==> src/rtl/wbc_arbiter.sv <==
// wbc_arbiter -- round-robin arbiter and watchdog for the shared control
// WISHBONE bus. Owns the master select (pcic=0, turfc=1, hkmc=2, wbvio=3),
// grants one master per cyc (non-preemptive) and synthesizes an err when a
// granted strobe waits TIMEOUT_CYCLES without ack/err/rty.
//
// Optional build macro: WBC_ARB_PCI_PRIORITY_EN
//   defined   : master 0 (PCI) always wins in IDLE; masters 1-3 round-robin.
//   undefined : pure 4-way round-robin.
//
// Ports:
//   clk_i, rst_i          clock, asynchronous active-low reset
//   cyc_i, stb_i          per-master cyc/stb requests
//   ack_i, err_i, rty_i   terminations from the shared slave side
//   gnt_o, gnt_idx_o      registered one-hot grant / index of current-last grant
//   bus_cyc_o, bus_stb_o  granted master's cyc/stb towards the slave side
//   to_err_o, timeout_o   one-cycle watchdog err / event pulse
//   timeout_count_o       saturating count of watchdog events
module wbc_arbiter #(
    parameter int TIMEOUT_CYCLES = 1024,
    parameter int NMASTERS       = 4
) (
    input  logic                clk_i,
    input  logic                rst_i,
    input  logic [NMASTERS-1:0] cyc_i,
    input  logic [NMASTERS-1:0] stb_i,
    input  logic                ack_i,
    input  logic                err_i,
    input  logic                rty_i,
    output logic [NMASTERS-1:0] gnt_o,
    output logic [1:0]          gnt_idx_o,
    output logic                bus_cyc_o,
    output logic                bus_stb_o,
    output logic [NMASTERS-1:0] to_err_o,
    output logic                timeout_o,
    output logic [15:0]         timeout_count_o
);

    // Counter only needs to reach TIMEOUT_CYCLES-1.
    localparam int CW = (TIMEOUT_CYCLES > 2) ? $clog2(TIMEOUT_CYCLES) : 1;
    localparam logic [CW-1:0] WD_LAST = CW'(TIMEOUT_CYCLES - 1);

    typedef enum logic [1:0] {IDLE, OWN, TERR} state_e;

    state_e              state_q, state_d;
    logic [NMASTERS-1:0] gnt_q, gnt_d;
    logic [1:0]          gnt_idx_q, gnt_idx_d;
    logic [CW-1:0]       wd_cnt_q, wd_cnt_d;
    logic [NMASTERS-1:0] to_err_q, to_err_d;
    logic                timeout_q, timeout_d;
    logic [15:0]         tcnt_q, tcnt_d;

    logic       term;
    logic       own_cyc;
    logic       own_stb;
    logic       sel_vld;
    logic [1:0] sel_idx;
    logic [1:0] cand;

    assign term    = ack_i | err_i | rty_i;
    assign own_cyc = cyc_i[gnt_idx_q];
    assign own_stb = stb_i[gnt_idx_q];

    // Next-owner search: first requester at last+1, +2, +3, +0 (mod 4).
    always_comb begin
        sel_vld = 1'b0;
        sel_idx = gnt_idx_q;
        cand    = '0;
`ifdef WBC_ARB_PCI_PRIORITY_EN
        if (cyc_i[0]) begin
            sel_vld = 1'b1;
            sel_idx = 2'd0;
        end
`endif
        for (int i = 1; i <= NMASTERS; i++) begin
            cand = gnt_idx_q + 2'(i);
`ifdef WBC_ARB_PCI_PRIORITY_EN
            if (!sel_vld && cand != 2'd0 && cyc_i[cand]) begin
`else
            if (!sel_vld && cyc_i[cand]) begin
`endif
                sel_vld = 1'b1;
                sel_idx = cand;
            end
        end
    end

    always_comb begin
        state_d   = state_q;
        gnt_d     = gnt_q;
        gnt_idx_d = gnt_idx_q;
        wd_cnt_d  = '0;
        to_err_d  = '0;
        timeout_d = 1'b0;
        tcnt_d    = tcnt_q;
        case (state_q)
            IDLE: begin
                gnt_d = '0;
                if (sel_vld) begin
                    gnt_d     = NMASTERS'(1) << sel_idx;
                    gnt_idx_d = sel_idx;
                    state_d   = OWN;
                end
            end
            OWN: begin
                if (!own_cyc) begin
                    gnt_d   = '0;
                    state_d = IDLE;
                end else if (own_stb && !term) begin
                    // A real termination on the terminal count wins, so the
                    // event only fires when this cycle is still unterminated.
                    if (wd_cnt_q == WD_LAST) begin
                        state_d   = TERR;
                        to_err_d  = gnt_q;
                        timeout_d = 1'b1;
                        if (tcnt_q != 16'hFFFF) tcnt_d = tcnt_q + 16'd1;
                    end else begin
                        wd_cnt_d = wd_cnt_q + 1'b1;
                    end
                end
            end
            TERR: begin
                if (!own_cyc) begin
                    gnt_d   = '0;
                    state_d = IDLE;
                end else begin
                    state_d = OWN;
                end
            end
            default: begin
                gnt_d   = '0;
                state_d = IDLE;
            end
        endcase
    end

    always_ff @(posedge clk_i or negedge rst_i) begin
        if (!rst_i) begin
            state_q   <= IDLE;
            gnt_q     <= '0;
            gnt_idx_q <= 2'd3;
            wd_cnt_q  <= '0;
            to_err_q  <= '0;
            timeout_q <= 1'b0;
            tcnt_q    <= '0;
        end else begin
            state_q   <= state_d;
            gnt_q     <= gnt_d;
            gnt_idx_q <= gnt_idx_d;
            wd_cnt_q  <= wd_cnt_d;
            to_err_q  <= to_err_d;
            timeout_q <= timeout_d;
            tcnt_q    <= tcnt_d;
        end
    end

    assign gnt_o           = gnt_q;
    assign gnt_idx_o       = gnt_idx_q;
    assign to_err_o        = to_err_q;
    assign timeout_o       = timeout_q;
    assign timeout_count_o = tcnt_q;
    // The watchdog cycle hides the strobe so the slave never sees a new beat
    // while the synthesized err is being returned.
    assign bus_cyc_o = (|gnt_q) & own_cyc;
    assign bus_stb_o = (|gnt_q) & own_stb & (state_q != TERR);

endmodule

==> config.mk <==
export PLATFORM = sky130hd
export DESIGN_NAME = wbc_arbiter
export DESIGN_NICKNAME = d
export VERILOG_FILES = /design/src/rtl/wbc_arbiter.sv
export SDC_FILE = /design/constraint.sdc
export NUM_CORES = 1
export LEC_CHECK = 0
export BUFFER_PORTS_ARGS = -buffer_cell sky130_fd_sc_hd__buf_2
export CAP_MARGIN = 30
export CORE_MARGIN = 4
export CORE_UTILIZATION = 40
export DETAILED_ROUTE_END_ITERATION = 16
export PLACE_DENSITY_LB_ADDON = 0.2
export SETUP_SLACK_MARGIN = 0.15
export SYNTH_ARGS = -nofsm -noshare
export SYNTH_HDL_FRONTEND = slang
export SYNTH_SLANG_ARGS = --single-unit
==> constraint.sdc <==
create_clock -name clk_i -period 2.1 [get_ports clk_i]
set_input_delay 0.105 -clock clk_i [delete_from_list [all_inputs] [get_ports clk_i]]
set_output_delay 0.105 -clock clk_i [all_outputs]
set_load 0.03 [all_outputs]
Word-level counts from Yosys, hierarchy flattened --
Index checks and enable logic that the tools add are counted.
Storage, ports and cells: flip-flop bits (word level) 39, logic and storage cells 84, output and inout port bits 29
Cells by class: add/sub/neg operators 5, bitwise logic cells 5, muxes and demuxes 39, equal/unequal tests 9, $lt $le $gt $ge 4, shifts and indexed selects 1, reduce and logical (&&, ||, !) cells 14
Operators with widths (count):
- 10-bit two-way mux | 4
- 4-bit two-way mux | 6
- 16-bit by 1-bit adder with 16-bit output, second input constant | 1
- 2-bit two-way mux | 8
- 16-bit inequality test, second input constant | 1
- 1-bit two-way mux | 14
- 2-bit by 3-bit less-than comparator with 1-bit output, second input constant | 4
- 10-bit by 1-bit adder with 10-bit output, second input constant | 1
- 1-bit binary-select mux with 2-bit select | 5
- 10-bit == test, second input constant | 1
- 4-bit case mux with 2 select lines | 1
- 2-bit inequality test, second input constant | 3
- 3-bit inequality test, second input constant | 2
- 2-bit case mux with 3 select lines | 1
- 5-bit AND reduction | 1
- 2-bit adder, second input constant | 2
- 1-bit logical AND | 4
- 1-bit zero test | 4
- 4-bit OR reduction | 1
- 1-bit by 2-bit << shifter with 4-bit output, first input constant | 1
- 1-bit bitwise AND | 3
- 3-bit AND reduction | 1
- 2-bit by 1-bit adder with 2-bit output, second input constant | 1
- 2-bit by 1-bit == test with 1-bit output, second input constant | 1
- 5 further kinds | 6

Logic depth before layout (Yosys ltp) --
word-level depth 16, depth in mapped cells 7, depth with buffers taken out 6

Least setup slack after synthesis --
No wires, ideal clock.
path type reg2reg, from register gnt_idx_q[0] (netlist: gnt_idx_o[0]), to register tcnt_q[6] (netlist: timeout_count_o[6]), setup time 0.134 ns, data required time 1.966 ns, stages on the path, launching flop included 6, path buffers 1, slack -0.186 ns, data arrival time 2.152 ns, path through dfstp_2 -> clkbuf_1 -> mux4_2 -> nor4_4 -> or3b_1 -> xnor2_1
Between the ends: longest elaborated chain between the ends 4, elaborated cells on any way between the ends 6, those cells by class 4 x mux; 2 x reduce/logical
RTL lines:
- start, declared | line 46 | logic [1:0] gnt_idx_q, gnt_idx_d;
- start signal, assigned | line 148 | gnt_idx_q <= gnt_idx_d;
- 1-bit binary-select mux with 2-bit select | line 61 | assign own_stb = stb_i[gnt_idx_q];
- 1-bit two-way mux (not written as such) | line 61
- 1-bit logical AND | line 108 | end else if (own_stb && !term) begin
- 5-bit AND reduction (no source line) *
- end signal, assigned | line 152 | tcnt_q <= tcnt_d;
- end, declared | line 50 | logic [15:0] tcnt_q, tcnt_d;
Every way passes the cells marked *; elsewhere a longest branch is shown, timed or not. The select of a mux whose other input is x is not followed. A chain may end at the register's enable or synchronous reset.

Final worst setup path --
from register gnt_idx_q[1] (netlist: gnt_idx_o[1]), to register tcnt_q[9] (netlist: timeout_count_o[9])
Same word-level chain as after synthesis.

==> out/metrics.yaml <==
dr_total_vias: 1579
finalCritPeriodShare_pct: 95.4
period_needed_ns: 2.00
insertion_delay_ns: 0.29
cts_tree: "built"
synth_nets: 212
whs_ns: 0.196
hold_depth: 4
worstPathArrival_ns: 2.18
grt_setup_unrepaired: "true"
leakage_nw: 1.20
dp_hpwl_microns: 2780
crit_chain: "mux4_2, nor4_4, buf_4, buf_6, nand4_1, xnor2_1"
start_util_pct: 41.6
clock_path_buffers: 2
fill_cells: 463
dp_cells: 304
die_w_microns: 78.6
synth_area_leaders: "dfrtp_1 (46%), xnor2_1 (6.2%), nand2_1 (4.0%)"
synth_area_sq_um: 1990
die_area_sq_um: 6180
synth_cells: 193
overflow: 0
firstDrtPassIters: 4
grt_max_degree: 40
worst_path_max_delay_cell: "mux4_2"
powerDensity_nw_per_um2: 886
cts.clk_slew.worst_paths_ns: 0.08
grt_pass1_vias: 1508
crit_fanout: 7
maxCapViolCount: 0
worst-path-stages: 6
start_kind: "flip-flop"
gp_congestion: 0.831
viasPerCell: 4.98
core-area_sq_um: 4790
drcViolationCount: 0
cp.required_ns: 2.27
numCtsBuffers: 5
cts_sinks: 39
path_class: "flip-flop to flip-flop"
die-height_microns: 78.6
antenna_found_initial: 0
maxSlewHeadroom_pct: 43.3
ioPinCount: 42
layout.nets: 268
ant_nets: 0
syn-mean-instance-area_sq_um: 10.3
slowest_delay_ns: 0.57
final_cell_mix: "buf_2 (40), dfrtp_1 (37), nand2_1 (21)"
fp-row-count: 25
area_growth_pct: 27.3
timing.fmax_mhz: 499
finalHoldViolCount: 0
drive_gt1_share_pct: 32.4
synth_top_cell_by_area: "dfrtp_1"
final_cell_count_no_fill: 317
ys_types: 37
antenna_cells: 0
synth_warnings: 0
portBuffers: 41
worstMarginPinSlew_ns: 0.850
setup_viol: 0
reg2reg_depth: 6
end_kind: "flip-flop"
wire_per_inst_microns: 12.4
synth.yosys.seq_area_share_pct: 49.1
wirelength_microns: 3930
final.setup_skew_ns: 0.00746
synth-seq-cells: 39
crit_buf_inv: 2
tns_ns: 0
cts_root_buf: "clkbuf_8"
dr.first_iter.drc_count: 62
hp-class: "input port to flip-flop"
crit_family: "multiplexers"
max-vdd-ir-drop_uv: 598
mostFrequentLayoutCell: "buf_2"
status: "finished clean"
grt_pass1_wl_microns: 6730
yosysTopAreaCellShare_pct: 46.5
h-tree-depth: 2
slew_viol_final: 0
track_usage_pct: 13.7
-- flip-flops by register name, indices dropped and copies added, names as in the netlist --
signal	cells
gnt_o	4
timeout_count_o	16
state_q	2
wd_cnt_q	10
to_err_o	4
gnt_idx_o	2
timeout_o	1
-- timing repair --
action | 4_1_cts | 5_1_grt
pin swaps | 2 | 5
hold endpoints to repair | 37 | 0
hold buffers | 1 | 0
buffers inserted | 2 | 2
gates cloned | 0 | 0
resized for setup | 1 | 13
endpoints found under the setup margin | 14 | 19
-- report_power, final --
group	internal [mW]	leakage, nW	total (mW)	switching [mW]
Combinational	0.332	0.628	0.839	0.507
Sequential	0.835	0.534	0.909	0.0738
Clock	0.231	0.0402	0.500	0.269
Total	1.40	1.20	2.25	0.850
-- layer usage --
metal	up-vias	wire length, microns	track usage (%)
met1	739	1900	18.1
met4	0	53	6.12
met2	44	1760	21.0
li1	791	-	-
met5	-	0	0
met3	5	216	3.56
-- path summary, 6_finish.rpt --
path	slack [ns]	startpoint	end
setup / recovery	0.1	gnt_idx_o[1]	timeout_count_o[9]
hold / removal	0.20	cyc_i[2]	state_q[1]
setup reg to reg	0.1	gnt_idx_o[1]	timeout_count_o[9]
hold reg to reg	0.51	timeout_count_o[10]	timeout_count_o[10]
max in group asynchronous	1.11	rst_i	timeout_count_o[1]
min in group asynchronous	0.46	rst_i	to_err_o[1]
-- Yosys cell counts, drive strengths merged --
| cell type | count |
|---|---|
| a2bb2oi | 1 |
| ha | 6 |
| xor2 | 6 |
| and4 | 4 |
| mux2i | 3 |
| nor3 | 3 |
| nand3 | 13 |
| nor4 | 4 |
| buf | 1 |
| or2 | 1 |
| nor2b | 3 |
| and3b | 1 |
| dfrtp | 37 |
| nor3b | 2 |
| xnor2 | 14 |
| o21ai | 6 |
| nand4 | 8 |
| and2 | 5 |
| a21o | 1 |
| or3 | 2 |
| nor2 | 16 |
| mux4 | 2 |
| a21oi | 4 |
| o41ai | 1 |
| nand2b | 7 |
| a31oi | 1 |
| mux2 | 4 |
| nand2 | 21 |
| dfstp | 2 |
| o31ai | 2 |
| or3b | 1 |
| inv | 4 |
| clkbuf | 4 |
| and3 | 3 |
-- per-stage QoR --
stage	total power, mW	util (%)	worst slack, ns	cell area (sq um)
3_5_place_dp	1.72	49.0	0.0510	2340
2_1_floorplan	1.51	-	-0.0515	2030
6_report	2.25	53.0	0.0964	2540
3_3_place_gp	1.71	49.0	0.105	2340
5_1_grt	2.40	53.0	0.0315	2540
4_1_cts	2.24	51.5	0.105	2460
-- logic make-up (layout without fill, tap and decap cells) --
group / Yosys count / count (layout) / synth area share [%]
AO/OA/AOI/OAI: 16 / 16 / 4.83
XOR/XNOR: 20 / 20 / 8.79
adder cells (fa/ha/maj): 6 / 6 / 3.77
buffers and inverters: 9 / 66 / 1.76
flip-flops: 39 / 39 / 49.1
multiplexers: 9 / 9 / 6.03
AND/OR/NAND/NOR: 94 / 94 / 25.7
-- worst register-to-register path, stage by stage (launching register included) --
cell and delay, ns:
dfstp_2 0.55, mux4_2 0.57, nor4_4 0.21, buf_4 0.16, buf_6 0.12, nand4_1 0.12, xnor2_1 0.15
-- layout make-up --
cell class	count	area (sq um)	area share (%)
Tap cell	67	83.8	3.30
Clock inverter	3	20.0	0.789
Multi-Input combinational cell	145	1060	41.8
Inverter	4	15.0	0.592
Timing Repair Buffer	54	312	12.3
Sequential cell	39	978	38.6
Clock buffer	5	68.8	2.71
No activity file was read; power rests on OpenSTA's default activity.
